--- config.mk ---
export PLATFORM = sky130hd
export DESIGN_NAME = multi_channel_energy_logger_flat
export DESIGN_NICKNAME = d
export VERILOG_FILES = /design/src/rtl/multi_channel_energy_logger_if.sv /design/src/rtl/multi_channel_energy_logger.sv /design/src/flat_wrapper.sv
export SDC_FILE = /design/constraint.sdc
export NUM_CORES = 1
export LEC_CHECK = 0
export ABC_AREA = 1
export ABC_CLOCK_PERIOD_IN_PS = 11300
export BUFFER_PORTS_ARGS = -buffer_cell sky130_fd_sc_hd__buf_2
export CAP_MARGIN = 20
export CELL_PAD_IN_SITES_DETAIL_PLACEMENT = 0
export CELL_PAD_IN_SITES_GLOBAL_PLACEMENT = 1
export CORE_UTILIZATION = 51
export DETAILED_ROUTE_END_ITERATION = 7
export GPL_ROUTABILITY_DRIVEN = 0
export PLACE_DENSITY = 0.9
export SYNTH_ARGS = -nofsm -noshare
export SYNTH_HDL_FRONTEND = slang
export SYNTH_SLANG_ARGS = --single-unit
--- constraint.sdc ---
create_clock -name clk -period 11.3 [get_ports clk]
set_input_delay 1.13 -clock clk [delete_from_list [all_inputs] [get_ports clk]]
set_output_delay 1.13 -clock clk [all_outputs]
set_load 0.02 [all_outputs]
--- src/rtl/multi_channel_energy_logger_if.sv ---
// Sample-in / result-out handshake bundle for multi_channel_energy_logger.
// Both directions use valid/ready: a transfer happens on a rising clock edge
// where valid and ready are both 1; the producer holds its payload stable
// while valid=1 and ready=0, and ready may depend combinationally on the
// other side's signals.
interface multi_channel_energy_logger_if #(
  parameter int DATA_W = 8,
  parameter int CH_W   = 2
);
  logic              in_valid;
  logic              in_ready;
  logic [CH_W-1:0]   in_ch;
  logic [DATA_W-1:0] in_data;
  logic              in_err;
  logic              out_valid;
  logic              out_ready;
  logic [CH_W-1:0]   out_ch;
  logic [DATA_W-1:0] out_avg;
  logic [DATA_W-1:0] out_min;
  logic [DATA_W-1:0] out_max;

  modport master (
    output in_valid, in_ch, in_data, out_ready,
    input  in_ready, in_err, out_valid, out_ch, out_avg, out_min, out_max
  );

  modport slave (
    input  in_valid, in_ch, in_data, out_ready,
    output in_ready, in_err, out_valid, out_ch, out_avg, out_min, out_max
  );
endinterface

--- src/rtl/multi_channel_energy_logger.sv ---
// Per-channel windowed statistics collector. Each channel accumulates
// 2**LOG2_WIN samples, then publishes average/min/max through a one-deep
// output register and may latch a sticky over-threshold alarm.
module multi_channel_energy_logger #(
  parameter int DATA_W   = 8,
  parameter int NUM_CH   = 4,
  parameter int CH_W     = 2,
  parameter int LOG2_WIN = 3
) (
  input  logic                 clk,
  input  logic                 rst,
  input  logic                 clr,
  input  logic [DATA_W-1:0]    thresh,
  output logic [NUM_CH-1:0]    alarm,
  multi_channel_energy_logger_if.slave bus
);

  localparam int ACC_W = DATA_W + LOG2_WIN;
  localparam int CNT_W = LOG2_WIN + 1;
  localparam int WIN   = 1 << LOG2_WIN;

  logic [ACC_W-1:0]  acc_q [NUM_CH];
  logic [CNT_W-1:0]  cnt_q [NUM_CH];
  logic [DATA_W-1:0] min_q [NUM_CH];
  logic [DATA_W-1:0] max_q [NUM_CH];

  logic              accept;
  logic              ch_ok;
  logic              take;
  logic              done;
  logic [ACC_W-1:0]  sel_acc;
  logic [CNT_W-1:0]  sel_cnt;
  logic [DATA_W-1:0] sel_min;
  logic [DATA_W-1:0] sel_max;
  logic [ACC_W-1:0]  new_acc;
  logic [CNT_W-1:0]  new_cnt;
  logic [DATA_W-1:0] new_min;
  logic [DATA_W-1:0] new_max;
  logic [DATA_W-1:0] new_avg;

  // The only stall source is a result that the consumer has not yet taken.
  assign bus.in_ready = ~(bus.out_valid & ~bus.out_ready);

  // Select the tagged channel's state and compute its post-sample values.
  always_comb begin
    accept  = bus.in_valid & bus.in_ready;
    ch_ok   = 1'b0;
    sel_acc = '0;
    sel_cnt = '0;
    sel_min = '0;
    sel_max = '0;
    for (int c = 0; c < NUM_CH; c++) begin
      if (bus.in_ch == CH_W'(c)) begin
        ch_ok   = 1'b1;
        sel_acc = acc_q[c];
        sel_cnt = cnt_q[c];
        sel_min = min_q[c];
        sel_max = max_q[c];
      end
    end
    new_acc = sel_acc + ACC_W'(bus.in_data);
    new_cnt = sel_cnt + CNT_W'(1);
    new_min = ((sel_cnt == '0) || (bus.in_data < sel_min)) ? bus.in_data : sel_min;
    new_max = ((sel_cnt == '0) || (bus.in_data > sel_max)) ? bus.in_data : sel_max;
    new_avg = DATA_W'(new_acc >> LOG2_WIN);
    // A sample seen together with clr is consumed but never counted.
    take    = accept & ~clr & ch_ok;
    done    = take & (new_cnt == CNT_W'(WIN));
  end

  // Channel windows, sticky alarms and the one-deep result register.
  always_ff @(posedge clk) begin
    if (rst) begin
      for (int c = 0; c < NUM_CH; c++) begin
        acc_q[c] <= '0;
        cnt_q[c] <= '0;
        min_q[c] <= '0;
        max_q[c] <= '0;
      end
      alarm         <= '0;
      bus.in_err    <= 1'b0;
      bus.out_valid <= 1'b0;
      bus.out_ch    <= '0;
      bus.out_avg   <= '0;
      bus.out_min   <= '0;
      bus.out_max   <= '0;
    end else begin
      bus.in_err <= accept & ~ch_ok;
      for (int c = 0; c < NUM_CH; c++) begin
        if (clr) begin
          acc_q[c] <= '0;
          cnt_q[c] <= '0;
          min_q[c] <= '0;
          max_q[c] <= '0;
          alarm[c] <= 1'b0;
        end else if (take && (bus.in_ch == CH_W'(c))) begin
          acc_q[c] <= done ? '0 : new_acc;
          cnt_q[c] <= done ? '0 : new_cnt;
          min_q[c] <= new_min;
          max_q[c] <= new_max;
          if (done && (new_avg > thresh)) alarm[c] <= 1'b1;
        end
      end
      // A new result can only load when the register is empty or being drained.
      if (done) begin
        bus.out_valid <= 1'b1;
        bus.out_ch    <= bus.in_ch;
        bus.out_avg   <= new_avg;
        bus.out_min   <= new_min;
        bus.out_max   <= new_max;
      end else if (bus.out_ready) begin
        bus.out_valid <= 1'b0;
      end
    end
  end

endmodule

--- src/flat_wrapper.sv ---
// flat-port wrapper written by rule: the top's interface ports become plain ports
module multi_channel_energy_logger_flat 
#(
  parameter int DATA_W   = 8,
  parameter int NUM_CH   = 4,
  parameter int CH_W     = 2,
  parameter int LOG2_WIN = 3
)
  (clk, rst, clr, thresh, alarm, bus_in_valid, bus_in_ch, bus_in_data, bus_out_ready, bus_in_ready, bus_in_err, bus_out_valid, bus_out_ch, bus_out_avg, bus_out_min, bus_out_max);
  multi_channel_energy_logger_if #(.DATA_W(DATA_W), .CH_W(CH_W)) bus_i ();
  input  logic clk;
  input  logic rst;
  input  logic clr;
  input  logic [DATA_W-1:0] thresh;
  output logic [NUM_CH-1:0] alarm;
  input wire logic [$bits(bus_i.in_valid)-1:0] bus_in_valid;
  input wire logic [$bits(bus_i.in_ch)-1:0] bus_in_ch;
  input wire logic [$bits(bus_i.in_data)-1:0] bus_in_data;
  input wire logic [$bits(bus_i.out_ready)-1:0] bus_out_ready;
  output wire logic [$bits(bus_i.in_ready)-1:0] bus_in_ready;
  output wire logic [$bits(bus_i.in_err)-1:0] bus_in_err;
  output wire logic [$bits(bus_i.out_valid)-1:0] bus_out_valid;
  output wire logic [$bits(bus_i.out_ch)-1:0] bus_out_ch;
  output wire logic [$bits(bus_i.out_avg)-1:0] bus_out_avg;
  output wire logic [$bits(bus_i.out_min)-1:0] bus_out_min;
  output wire logic [$bits(bus_i.out_max)-1:0] bus_out_max;
  assign bus_i.in_valid = bus_in_valid;
  assign bus_i.in_ch = bus_in_ch;
  assign bus_i.in_data = bus_in_data;
  assign bus_i.out_ready = bus_out_ready;
  assign bus_in_ready = bus_i.in_ready;
  assign bus_in_err = bus_i.in_err;
  assign bus_out_valid = bus_i.out_valid;
  assign bus_out_ch = bus_i.out_ch;
  assign bus_out_avg = bus_i.out_avg;
  assign bus_out_min = bus_i.out_min;
  assign bus_out_max = bus_i.out_max;
  multi_channel_energy_logger #(.DATA_W(DATA_W), .NUM_CH(NUM_CH), .CH_W(CH_W), .LOG2_WIN(LOG2_WIN)) u_core (.clk(clk), .rst(rst), .clr(clr), .thresh(thresh), .alarm(alarm), .bus(bus_i));
endmodule
# Yosys cells after proc, flatten, opt, wreduce, memory -nomap -nowiden

Memories as Yosys holds them, arrays and structs flattened.
Index checks and enable logic that the tools add are counted.

Register bits after elaboration: 32
Bits in latches: 0
RAM bits: 124
Bits in read-only memories: 0
Input port bits: 23
Memories kept: 4

Memories:

| name         | words | bits a word | read ports | clocked after Yosys merged registers in | wr ports | line                              | RTL |
|---|---|---|---|---|---|---|---|
| u_core.acc_q | 4     | 11          | 4          | 0                                       | 4        | multi_channel_energy_logger.sv:22 | `logic [ACC_W-1:0] acc_q [NUM_CH];` |
| u_core.max_q | 4     | 8           | 4          | 0                                       | 4        | multi_channel_energy_logger.sv:25 | `logic [DATA_W-1:0] max_q [NUM_CH];` |
| u_core.min_q | 4     | 8           | 4          | 0                                       | 4        | multi_channel_energy_logger.sv:24 | `logic [DATA_W-1:0] min_q [NUM_CH];` |
| u_core.cnt_q | 4     | 4           | 4          | 0                                       | 4        | multi_channel_energy_logger.sv:23 | `logic [CNT_W-1:0] cnt_q [NUM_CH];` |

$add $sub $neg: 2
$mul: 0
Div/mod/pow operators: 0
Order comparisons: 3
Equal/unequal tests: 4
Shift operators: 0
Mux-type cells: 79
Bitwise logic cells: 42
Reductions and logical operators: 15

Operator list:

| kind                | count |
|---|---|
| $mux 8              | 26 |
| $mux 11             | 13 |
| $mux 4              | 13 |
| $or 1x1->1          | 32 |
| $mux 1              | 27 |
| $gt 8x8->1          | 2 |
| $add 11x8->11       | 1 |
| $lt 8x8->1          | 1 |
| $reduce_and 2->1    | 4 |
| $and 1x1->1         | 6 |
| $logic_and 1x1->1   | 5 |
| $add 4x1->4 const B | 1 |
| $eq 2x2->1 const B  | 2 |
| $eq 4x4->1 const B  | 1 |
| $logic_not 4->1     | 1 |
| $not 1->1           | 4 |
| $eq 2x1->1 const B  | 1 |
| $logic_not 2->1     | 1 |
| $logic_or 1x1->1    | 2 |
| $reduce_bool 2->1   | 1 |
| $reduce_or 2->1     | 1 |

# Depth between registers and ports, before layout

Depth after elaboration: 12
Mapped depth: 26
Depth with buffers taken out: 24

# Least setup slack after synthesis

No wires, ideal clock.

Path kind: input port to flip-flop
From: input bus_in_ch[0]
To: memory u_core.acc_q[2][0] (netlist name), enable pin
Library setup time: 462 ps
Arrival time: 4233 ps
Path slack: 6605 ps
Cell stages on the path: 6
Buffers on the path: 3
Cell sequence: buf_4 -> nor2_2 -> buf_2 -> buf_1 -> inv_1 -> o21ai_0

RTL lines:

| item        | line                              | RTL |
|---|---|---|
| from (decl) | flat_wrapper.sv:17                | `input wire logic [$bits(bus_i.in_ch)-1:0] bus_in_ch;` |
| to (decl)   | multi_channel_energy_logger.sv:22 |  |

# Worst setup path in the final report

From: input bus_in_ch[0]
To: register u_core.alarm[3]

Elaborated cells between the ends (all ways): 25
Classes of those cells: 2 x add/sub; 1 x order compare; 4 x eq/ne; 12 x mux; 2 x bitwise; 4 x reduce/logical

RTL lines:

| item                                | line                               | RTL |
|---|---|---|
| $logic_not 2->1                     | multi_channel_energy_logger.sv:53  | `if (bus.in_ch == CH_W'(c)) begin` |
| $mux 11 (3 in series)               | multi_channel_energy_logger.sv:53  |  |
| $mux 11 *                           | multi_channel_energy_logger.sv:53  |  |
| $add 11x8->11 *                     | multi_channel_energy_logger.sv:61  | `new_acc = sel_acc + ACC_W'(bus.in_data);` |
| via u_core.new_acc[10]              | multi_channel_energy_logger.sv:35  | `logic [ACC_W-1:0] new_acc;` |
| $gt 8x8->1 *                        | multi_channel_energy_logger.sv:101 | `if (done && (new_avg > thresh)) alarm[c] <= 1'b1;` |
| $logic_and 1x1->1 *                 | multi_channel_energy_logger.sv:101 |  |
| $reduce_and 2->1 (no source line) * | --                                 |  |
| to (signal assigned)                | multi_channel_energy_logger.sv:80  | `alarm <= '0;` |
| to (signal, indexed assignment)     | multi_channel_energy_logger.sv:95  | `alarm[c] <= 1'b0;` |
| to (signal, indexed assignment)     | multi_channel_energy_logger.sv:101 |  |
| to (decl)                           | multi_channel_energy_logger.sv:14  | `output logic [NUM_CH-1:0] alarm,` |

The timed path passes the listed nets; every way through them passes the cells marked *.
A chain may end at the register's enable or synchronous reset.

==> metrics.yaml <==
status: "finished clean"
clk_pin_slew_ns: 0.05
drive_above_1_share_pct: 14.06
nNetsFinal: 920
hold_violations: 0
ir_worst_vdd_uv: 130.8
core_um2: 14590
synth_ff_type: "edfxtp_1"
slew_headroom_pct: 36.62
place.detailed.hpwl_um: 12580
cp.required_ns: 11.66
cp_max_fo: 14
crit_slowest_cell: "nand2_1"
cts_hold_buf: 0
post-cts-setup-buffers: 0
holdWs_ns: 0.4557
yosys.area.top_type: "edfxtp_1"
critPathCaptureType: "register"
synth_top_area_share_pct: 48.52
synth_area_um2: 7675
cts_buffers: 17
fin_crit_sh_pct: 41.94
firstDrtPassIters: 5
cp_top_family: "simple AND/OR/NAND/NOR gates"
rsz0062_at_grt: "no"
yosys_warnings: 0
synthArstFlopShare_pct: 0
p_leak_nw: 3.764
p_per_area_nw_per_um2: 164.6
n_fill_cell: 1264
viasPerCell: 5.560
fin_worst_skew_ns: 0.007901
post-route-util_pct: 59.85
dieWidth_um: 124.7
slew_viol_final: 0
crit_type: "in2reg"
syn_inst: 811
synth.area.top_cells: "edfxtp_1 49%, dfxtp_1 8.3%, nor2_1 7.8%"
regArea_um2: 4364
insertion_delay_ns: 0.44
grt_use_total_pct: 26.54
synth_area_per_cell_um2: 9.463
rows: 44
yosysSeqAreaShare_pct: 56.86
cts_tree: "yes"
areaGrowthSynthToFinish_pct: 13.78
grt_max_degree: 43
cp.buffers_inverters: 2
grt_pass1_vias: 5850
cts_resized: 0
dp_slack_ns: 6.191
vias: 5888
hold_path_class: "reg2reg"
multi_input_area_um2: 2838
ant_nets: 0
die_y_um: 124.7
regToRegSetupSlack_ns: 7.64
worst_ep_arrival_time_ns: 5.10
finalWirelength_um: 19910
synth_edf_count: 124
period_needed_ns: 4.739
max_freq_ghz: 0.2110
clock_path_buffers: 2
antenna_found_initial: 0
grt_pass1_wl_um: 30800
drv_cap: 0
setup_violations: 0
antennaDiodeCount: 0
io_buffers: 55
post_drt_wl_per_cell_um: 18.80
finalPower_mw: 1.438
die-area_um2: 15540
synth_top_cells_by_count: "159 x nor2_1, 148 x nand2_1, 124 x edfxtp_1"
boundaryPins: 56
ys_ff_latch: 156
yosysMostFrequentCell: "nor2_1"
worstMarginPinSlew_ns: 0.9473
setup_slack_ns: 6.561
syn_nets: 869
crit_path_frequent_cell: "nand2_1"
drt_iter0_drc: 552
clkSinkCount: 156
cts_max_level: 4
worstSetupStartpointType: "input port"
cts-root-buf: "clkbuf_16"
grt.overflow.total: 0
synth_cell_types: 46
drc: 0
setup_tns_ns: 0
slowest_delay_ns: 0.43
start_util_pct: 52.61
crit_chain: "buf_2 -> nand2_1 -> o21ai_0 -> o21ai_0 -> ha_1 -> inv_1 -> fa_1 -> nor2_1 -> nand2_1 -> nand2_1 -> nand2_1 -> nand2_1 -> a21oi_1 -> o21ai_0 -> nand2_1 -> xnor2_1 -> ha_1 -> and3_1 -> nand2_1 -> a21oi_1 -> o22a_1 -> nand4_1 -> a21oi_1"
==> layout by cell type (no fill, tap or decap), types with 2 or more instances in the layout <==
cell type  netlist  routed
edfxtp_1       124     124
dfxtp_1         32      32
nand2_1        148     147
a21o_1           2       2
a21oi_2          5       5
buf_2            6      55
clkbuf_8         0       2
inv_1           81      81
nor2_1         159     159
buf_4            3      10
o21ai_0         28      25
o22ai_1          8       8
nand3_1         33      33
clkinv_2         0       2
xor2_1           6       6
xnor2_1          4       4
or2_2            2       2
a221oi_1         5       5
nand4_1          8       8
ha_1            34      34
o211ai_1         2       2
nand2_2          3       4
o21ai_2          3       6
o21ai_1          4       4
clkbuf_1        19       2
inv_4            1       4
inv_2            2       2
clkbuf_16        0      21
and2_1           9       9
a22o_1           9       9
nand3b_1         2       2
nor2_2           2       2
a21oi_1         48      48
==> tightest hold or removal path, cell delays in order, from the launching register on <==
cell and delay, ns:
dfxtp_1 0.31, inv_1 0.05, a21oi_1 0.05
==> per-layer routing <==
metal  vias to the layer above  part of all wire, %  global-route usage [%]
met5                         -                    0                       0
met4                         0                  2.6                   10.84
met1                      2826                   42                   33.85
li1                       2804                    -                       -
met3                        43                  6.8                   5.627
met2                       215                   48                   43.94
==> cell families after synthesis <==
kind of cell	count (synthesis)	synth area share [%]
simple gates	371	20.04
flops	156	56.86
compound gates	119	9.407
buf+inv	118	6.342
fa+ha+maj	35	5.804
xor+xnor	11	1.500
other cells	1	0.04886
==> stage by stage <==
| step | cells | area, µm² |
|---|---|---|
| after floorplan | 811 | 7675 |
| after global placement | 1027 | 8104 |
| after detailed placement | 1027 | 8104 |
| after CTS | 1059 | 8732 |
| after global routing | 1059 | 8732 |
| final | 1059 | 8732 |
==> worst paths after layout <==
check | start | end | cells past startpoint
setup / recovery | bus_in_ch[0] | u_core.alarm[3] | 23
hold / removal | u_core.alarm[2] | u_core.alarm[2] | 2
setup reg to reg | u_core.acc_q[1][0] | u_core.alarm[3] | 21
hold reg to reg | u_core.alarm[2] | u_core.alarm[2] | 2
==> power breakdown <==
group / leakage (nW) / total, mW / internal [mW] / switching, mW
logic: 1.80 / 0.188 / 0.0549 / 0.134
registers: 1.64 / 0.651 / 0.644 / 0.00712
clock network: 0.315 / 0.598 / 0.368 / 0.230
==> final cells by class <==
| type | count | area share, % |
|---|---|---|
| inverter | 85 | 3.682 |
| clock buffer | 25 | 6.419 |
| timing repair buffer | 65 | 4.012 |
| tap | 184 | 2.636 |
| sequential | 156 | 49.98 |
| clock inverter | 7 | 0.7738 |
| multi-input combinational | 537 | 32.50 |
==> state kept, by name (all words and copies together), names as in the netlist <==
register              count
u_core.acc_q             44
u_core.max_q             32
u_core.min_q             32
u_core.cnt_q             16
u_core.bus.out_avg        8
u_core.bus.out_max        8
u_core.bus.out_min        8
u_core.alarm              4
u_core.bus.out_ch         2
u_core.bus.in_err         1
u_core.bus.out_valid      1
(Power assumes the default switching activity.)
